<file path="config.mk">
export PLATFORM = sky130hd
export DESIGN_NAME = pwm_multi_gen
export DESIGN_NICKNAME = d
export VERILOG_FILES = /design/src/rtl/pwm_multi_gen_pkg.sv /design/src/rtl/pwm_multi_gen_btn_edge.sv /design/src/rtl/pwm_multi_gen.sv
export SDC_FILE = /design/constraint.sdc
export NUM_CORES = 1
export LEC_CHECK = 0
export CAP_MARGIN = 10
export CORE_MARGIN = 2
export CORE_UTILIZATION = 34
export CTS_BUF_LIST = sky130_fd_sc_hd__clkbuf_16
export CTS_CLUSTER_DIAMETER = 50
export CTS_CLUSTER_SIZE = 24
export DETAILED_ROUTE_END_ITERATION = 7
export GPL_TIMING_DRIVEN = 1
export SLEW_MARGIN = 10
export SYNTH_ARGS = -nofsm -noshare
export SYNTH_HDL_FRONTEND = slang
export SYNTH_SLANG_ARGS = --single-unit
</file>
<file path="constraint.sdc">
create_clock -name clk -period 2.8 [get_ports clk]
set_input_delay 0.28 -clock clk [delete_from_list [all_inputs] [get_ports clk]]
set_output_delay 0.28 -clock clk [all_outputs]
set_load 0.05 [all_outputs]
</file>
<file path="src/rtl/pwm_multi_gen_pkg.sv">
// Shared definitions for the multi-channel PWM generator.
// Holds the saturation helper, counter direction codes and the channel-index
// width macro used to size the direct-write channel select.

`ifndef PWM_MULTI_GEN_PKG_SV
`define PWM_MULTI_GEN_PKG_SV

// Channel-select width; never narrower than one bit so a single-channel
// build still has a legal port.
`define PWM_CH_W(n) (((n) > 1) ? $clog2(n) : 1)

package pwm_multi_gen_pkg;

  // Up/down counter direction codes (centre-aligned build only).
  localparam logic DIR_UP   = 1'b0;
  localparam logic DIR_DOWN = 1'b1;

  // Clamp v into [lo, hi].
  function automatic int unsigned sat_clamp(input int unsigned v,
                                            input int unsigned lo,
                                            input int unsigned hi);
    if (v < lo)      return lo;
    else if (v > hi) return hi;
    else             return v;
  endfunction

endpackage

`endif

</file>
<file path="src/rtl/pwm_multi_gen_btn_edge.sv">
// Tick-sampled button edge detector: one event per press, held level ignored.
// Sampling only on the shared slow tick gives the debounce.

module pwm_btn_edge (
  input  logic clk,
  input  logic reset,
  input  logic tick,
  input  logic btn,
  output logic evt
);

  logic s1, s2;

  // Two-deep sample history, advanced once per debounce tick.
  always_ff @(posedge clk or negedge reset) begin
    if (!reset) begin
      s1 <= 1'b0;
      s2 <= 1'b0;
    end else if (tick) begin
      s1 <= btn;
      s2 <= s1;
    end
  end

  // Rising edge between the last two samples, reported on the next tick.
  assign evt = s1 & ~s2 & tick;

endmodule

</file>
<file path="src/rtl/pwm_multi_gen.sv">
// Multi-channel PWM generator with one shared period counter.
// Each channel's duty is nudged by debounced inc/dec buttons or written
// directly; changes land in duty_next and are copied to duty_act only when
// the counter wraps to 0, so an output never changes duty mid-period.
// Build option: define PWM_CENTER_ALIGN_EN for an up/down (centre-aligned)
// counter; otherwise the counter is edge-aligned.

module pwm_multi_gen
  import pwm_multi_gen_pkg::*;
#(
  parameter int NUM_CH    = 4,
  parameter int CNT_W     = 8,
  parameter int PERIOD    = 10,
  parameter int DUTY_INIT = 5,
  parameter int DUTY_MIN  = 1,
  parameter int DUTY_MAX  = 9,
  parameter int DEB_DIV   = 25000000
) (
  input  logic                          clk,
  input  logic                          reset,
  input  logic [NUM_CH-1:0]             increase_duty,
  input  logic [NUM_CH-1:0]             decrease_duty,
  input  logic                          duty_wr_en,
  input  logic [`PWM_CH_W(NUM_CH)-1:0]  duty_wr_ch,
  input  logic [CNT_W-1:0]              duty_wr_data,
  output logic [NUM_CH-1:0]             PWM_OUT,
  output logic [NUM_CH*CNT_W-1:0]       duty_o,
  output logic                          period_start
);

  localparam int CH_W  = `PWM_CH_W(NUM_CH);
  localparam int DEB_W = (DEB_DIV > 1) ? $clog2(DEB_DIV) : 1;
  localparam logic [CNT_W-1:0] CNT_TOP = CNT_W'(PERIOD - 1);
  localparam logic [CNT_W-1:0] D_MIN   = CNT_W'(DUTY_MIN);
  localparam logic [CNT_W-1:0] D_MAX   = CNT_W'(DUTY_MAX);
  localparam logic [CNT_W-1:0] D_INIT  = CNT_W'(DUTY_INIT);

  logic [DEB_W-1:0]             deb_cnt;
  logic                         tick;
  logic [NUM_CH-1:0]            inc_evt, dec_evt;
  logic [CNT_W-1:0]             cnt;
  logic                         wrap;
  logic [CNT_W-1:0]             wr_cl;
  logic [NUM_CH-1:0][CNT_W-1:0] duty_next, duty_act;

  // Debounce tick divider: free-running 0..DEB_DIV-1.
  always_ff @(posedge clk or negedge reset) begin
    if (!reset)    deb_cnt <= '0;
    else if (tick) deb_cnt <= '0;
    else           deb_cnt <= deb_cnt + 1'b1;
  end

  assign tick = (deb_cnt == DEB_W'(DEB_DIV - 1));

  pwm_btn_edge u_inc [NUM_CH-1:0] (
    .clk   (clk),
    .reset (reset),
    .tick  (tick),
    .btn   (increase_duty),
    .evt   (inc_evt)
  );

  pwm_btn_edge u_dec [NUM_CH-1:0] (
    .clk   (clk),
    .reset (reset),
    .tick  (tick),
    .btn   (decrease_duty),
    .evt   (dec_evt)
  );

`ifdef PWM_CENTER_ALIGN_EN
  logic dir;

  // Up 0..PERIOD-1, then down PERIOD-2..1; PERIOD=2 degenerates to 0,1,0,1.
  always_ff @(posedge clk or negedge reset) begin
    if (!reset) begin
      cnt <= '0;
      dir <= DIR_UP;
    end else if (dir == DIR_UP) begin
      if (cnt == CNT_TOP) begin
        if (PERIOD == 2) begin
          cnt <= '0;
        end else begin
          cnt <= CNT_TOP - 1'b1;
          dir <= DIR_DOWN;
        end
      end else begin
        cnt <= cnt + 1'b1;
      end
    end else begin
      cnt <= cnt - 1'b1;
      if (cnt == CNT_W'(1)) dir <= DIR_UP;
    end
  end

  // The next count is 0 only at the end of the down slope (or the PERIOD=2 case).
  assign wrap = (dir == DIR_UP) ? ((PERIOD == 2) && (cnt == CNT_TOP))
                                : (cnt == CNT_W'(1));
`else
  // Edge-aligned period counter 0..PERIOD-1.
  always_ff @(posedge clk or negedge reset) begin
    if (!reset)               cnt <= '0;
    else if (cnt == CNT_TOP)  cnt <= '0;
    else                      cnt <= cnt + 1'b1;
  end

  assign wrap = (cnt == CNT_TOP);
`endif

  assign wr_cl = CNT_W'(sat_clamp(32'(duty_wr_data), DUTY_MIN, DUTY_MAX));

  // Pending duty: direct write wins and swallows same-cycle button events;
  // simultaneous inc+dec cancel; inc/dec saturate at the bounds.
  always_ff @(posedge clk or negedge reset) begin
    if (!reset) begin
      duty_next <= {NUM_CH{D_INIT}};
    end else begin
      for (int i = 0; i < NUM_CH; i++) begin
        if (duty_wr_en && (duty_wr_ch == CH_W'(i))) begin
          duty_next[i] <= wr_cl;
        end else if (inc_evt[i] && !dec_evt[i]) begin
          if (duty_next[i] < D_MAX) duty_next[i] <= duty_next[i] + 1'b1;
        end else if (dec_evt[i] && !inc_evt[i]) begin
          if (duty_next[i] > D_MIN) duty_next[i] <= duty_next[i] - 1'b1;
        end
      end
    end
  end

  // Shadow load on the clock the counter returns to 0.
  always_ff @(posedge clk or negedge reset) begin
    if (!reset)    duty_act <= {NUM_CH{D_INIT}};
    else if (wrap) duty_act <= duty_next;
  end

  // Registered compare outputs; period_start lines up with PWM_OUT.
  always_ff @(posedge clk or negedge reset) begin
    if (!reset) begin
      PWM_OUT      <= '0;
      period_start <= 1'b0;
    end else begin
      for (int i = 0; i < NUM_CH; i++) PWM_OUT[i] <= (cnt < duty_act[i]);
      period_start <= (cnt == '0);
    end
  end

  assign duty_o = duty_act;

endmodule
</file>
==> parameters.txt <==
Parameter                              Value

Yosys
  Primary FF master, synth ... sky130_fd_sc_hd__dfrtp_1
  Cell variety after synth ... 58
  Number of register bits inferred by synthesis ... ~120
  Leading area contributor after synthesis ... sky130_fd_sc_hd__dfrtp_1
  Number of nets in the synthesized netlist ... approximately 780
  Dominant cell by count in the synthesized netlist ... sky130_fd_sc_hd__nand2_1
  Share of synthesized flip-flops with an asynchronous set or reset ... 100%
  Share of the synthesized area in the top cell type ... between 30% and 40%
  Syn avg cell area ... between 9 and 10 um^2
  Number of enable-type register cells in the synthesized netlist ... 0
  Syn Std Cell Area ... 6640 um^2
  Number of synthesis warnings ... 0
  Synth area leaders ... sky130_fd_sc_hd__dfrtp_1 38%, sky130_fd_sc_hd__ha_1 8.3%, sky130_fd_sc_hd__dfstp_2 6.3%
  Commonest cells in the netlist ... 110 x sky130_fd_sc_hd__nand2_1, 102 x sky130_fd_sc_hd__dfrtp_1, 54 x sky130_fd_sc_hd__nor2_1
  Part of the Yosys area used for sequential elements ... 44.8%
  Gate count after technology mapping ... between 700 and 800

GRT
  Wire length of the first global-routing pass ... around 25000 um
  Pin count of the biggest net entering global routing ... 54
  Global-route usage over all layers ... around 15%
  Routing usage on met3 ... between 3 and 4%
  Met2 Use GR ... a little under a quarter
  Global route hottest layer ... met2
  Global-route congestion overflow total ... 0
  Global routing usage on met1 ... 21.6%
  Number of antenna violations at the first check in global routing ... 0
  Number of global-route vias before repair ... between 4000 and 5000

STA
  Final worst hold slack ... 0.404 ns
  Number of slew-limit violations in the final report ... 0
  Sum of negative setup slack ... 0 ns
  Worst-Margin Slew ... around 0.89 ns
  RSZ-0062 raised after global routing ... no
  Worst clock skew on the final layout ... between 0.005 and 0.006 ns
  Number of failing setup endpoints in the final timing report ... 0
  Relative slew margins ... between 30 and 40%
  Count of endpoints failing hold in the final timing report ... 0
  Final critical-path share of the clock period ... between 90% and 100%
  Least setup slack across all paths after layout ... 0.251 ns
  Peak Freq ... around 0.39 GHz
  Period minus WS final ... 2.55 ns

Worst setup path
  Setup slack on the worst flop-to-flop path ... about 0.25 ns
  Setup Crit Path Kind ... reg -> reg
  Critical-path cell list ... inv_1 -> ha_1 -> or2_2 -> a311oi_1 -> o2111ai_2 -> or3_1 -> a21oi_1
  Delay of the slowest cell on the worst path ... around 0.57 ns
  Worst setup SP type ... flop
  Kind of cell with the highest combined delay on the critical path ... compound AO/OA/AOI/OAI gates
  Worst EP required ... roughly 3.1 ns
  Worst path buffer plus inverter count ... 1
  Top fanout value on the critical path ... 10
  Critical-path top delay cell ... sky130_fd_sc_hd__dfstp_2
  CP endpoint kind ... flop
  Data arrival, critical path ... about 2.9 ns

Outcome
  Status ... complete, no violations

Power and ir drop
  Sequential share of power ... a little over two fifths
  P per Cell Area ... 527 nW/um^2
  Switching component of the power ... 1.06 mW
  Clock share of power ... between 40% and 50%
  Pint ... 3.22 mW
  Maximum ir drop on the vdd rail ... a little under 0.0004 V
  Fraction of power consumed by combinational cells ... 9.8%
  Overall power consumption ... about 4.3 mW
  Standby leakage power ... ~3.5 nW
  Share of total power consumed by net switching ... between 20 and 25%

Clock tree
  Post-cts sizing count ... 0
  Clk pin slew, worst setup/hold paths ... about 0.050 ns
  Root cell of the clock tree ... sky130_fd_sc_hd__clkbuf_16
  CTS tree ... built
  Later-pin clock latency in the skew report ... a little over 0.4 ns
  Clock Sinks ... ~120
  Clock Tree Buf Depth ... 2
  Number of buffers created by CTS ... 17
  H-Tree Depth ... 4

Floorplanning
  Height of the chip ... 144 um
  Core Footprint ... 19300 um^2
  Boundary Pins ... 58
  Core Rows ... between 50 and 60
  Horizontal die dimension ... 144 um
  Starting Density ... roughly a third
  Area of the die ... approximately 21000 um^2

Cells and area
  Fraction of layout instances using a drive strength above 1 ... approximately 9.9%
  Final instance area ... between 8000 and 9000 um^2
  Register Area ... 2970 um^2
  Core Util, Final ... between 40% and 50%
  Number of cells in the finished layout apart from fillers ... between 1000 and 1500
  Nets@finish ... between 800 and 900
  Number of antenna repair diodes ... 0
  Area of combinational cells with multiple inputs ... ~3400 um^2
  Layout fillers ... approximately 1900
  Syn-to-layout area delta ... 22.2%

Placed design
  Detail Placement HPWL ... about 11000 um
  Post-placement cell area ... ~7600 um^2
  Cells after DPL ... slightly above 1000
  Post-Place Setup Slack ... approximately 0.27 ns
  I/O Buffers ... 57
  Final Wtd Congestion ... 0.871

Route
  Vias ... between 5000 and 6000
  Drt first pass iters ... 4
  Total length of routed wires ... around 15000 um
  Total DRC errors in the routed layout ... 0
  Post-route ant nets ... 0
  Post-DR wirelength/cell ... about 14 um
  Mean number of vias per cell ... about 5
  DRT iter0 DRCs ... 273

Worst hold path
  Hold crit path type ... in -> reg

Job
  # Max-Cap Violations ... 0
## path summary, 6_finish.rpt
| check | start | to | depth (start not counted) |
|---|---|---|---|
| worst min register to register | u_dec[2].s2$_DFFE_PN0N_ | u_dec[2].s2$_DFFE_PN0N_ | 2 |
| max in group asynchronous | reset | duty_next[18]$_DFFE_PN1P_ | 3 |
| worst min-delay path | decrease_duty[2] | u_dec[2].s1$_DFFE_PN0N_ | 3 |
| worst max register to register | duty_next[8]$_DFFE_PN1P_ | duty_next[14]$_DFFE_PN0P_ | 7 |
| min in group asynchronous | reset | duty_o[15]$_DFFE_PN0N_ | 2 |
| worst max-delay path | duty_next[8]$_DFFE_PN1P_ | duty_next[14]$_DFFE_PN0P_ | 7 |
## layout by cell type (no fill, tap or decap), types with 3 or more instances in the layout
cell type and instances:
sky130_fd_sc_hd__clkinv_1 3, sky130_fd_sc_hd__mux2i_1 8, sky130_fd_sc_hd__clkbuf_16 17, sky130_fd_sc_hd__nor2b_1 9, sky130_fd_sc_hd__a21o_1 9, sky130_fd_sc_hd__o21ai_0 51, sky130_fd_sc_hd__xor2_1 18, sky130_fd_sc_hd__mux2_2 5
sky130_fd_sc_hd__nand4_1 12, sky130_fd_sc_hd__a21oi_1 30, sky130_fd_sc_hd__and2_1 4, sky130_fd_sc_hd__nand2b_1 11, sky130_fd_sc_hd__xnor2_1 39, sky130_fd_sc_hd__nand3_1 30, sky130_fd_sc_hd__and3_1 11, sky130_fd_sc_hd__and4_1 3
sky130_fd_sc_hd__clkinv_2 5, sky130_fd_sc_hd__ha_1 44, sky130_fd_sc_hd__nor4_1 8, sky130_fd_sc_hd__dfstp_2 16, sky130_fd_sc_hd__or2_2 4, sky130_fd_sc_hd__o21a_1 4, sky130_fd_sc_hd__nor3_1 13, sky130_fd_sc_hd__a2111oi_0 7
sky130_fd_sc_hd__nand2_1 110, sky130_fd_sc_hd__and3_2 3, sky130_fd_sc_hd__or3_1 4, sky130_fd_sc_hd__or4_1 5, sky130_fd_sc_hd__nor2_1 54, sky130_fd_sc_hd__buf_12 3, sky130_fd_sc_hd__inv_1 45, sky130_fd_sc_hd__clkdlybuf4s50_1 56
sky130_fd_sc_hd__dfrtp_1 102, sky130_fd_sc_hd__buf_4 11
## flip-flops by register name, summed over array words and instances (netlist names)
name          count
u_inc.s1          4
deb_cnt          25
period_start      1
cnt               8
PWM_OUT           4
u_dec.s2          4
duty_next        32
duty_o           32
u_inc.s2          4
u_dec.s1          4
## worst register-to-register path, delay by kind of cell, from the launching register on
family / cells / cell delay [ns]
buf+inv: 1 / 0.09
flops: 1 / 0.57
fa+ha+maj: 1 / 0.26
compound gates: 3 / 0.86
simple gates: 2 / 0.68
## timing repair
action	CTS	global route
setup buffers	0	0
hold endpoints to repair	44	0
hold buffers	1	0
## routing by layer
metal	vias up	routed length, um
met5	-	0
met4	0	259
li1	2575	-
met3	18	580
met1	2415	7320
met2	125	6560
## final cells by class
class	count	share of cell area [%]
Clock inverter	15	1.51
Inverter	42	1.94
Timing Repair Buffer	71	8.79
Sequential cell	118	36.6
Multi-Input combinational cell	527	41.8
Clock buffer	17	5.24
Tap cell	265	4.09
## cell families (layout without fill, tap and decap cells)
kind of cell    Yosys count  in the layout  share of synthesized area (%)
fa+ha+maj                44             44                           8.29
flops                   118            118                           44.8
simple gates            295            295                           21.6
compound gates          118            118                           11.5
buf+inv                  66            145                           4.28
mux                      13             13                           2.05
xor+xnor                 57             57                           7.52
## power by group through the flow
stage               Clock (mW)  Sequential [mW]  Combinational [mW]
floorplan                    0             1.94               0.159
global placement             0             1.85               0.421
detailed placement           0             1.86               0.422
CTS                       2.08             1.83               0.426
global route              2.17             1.84               0.461
finish                    2.03             1.83               0.421
(Power assumes the default switching activity.)
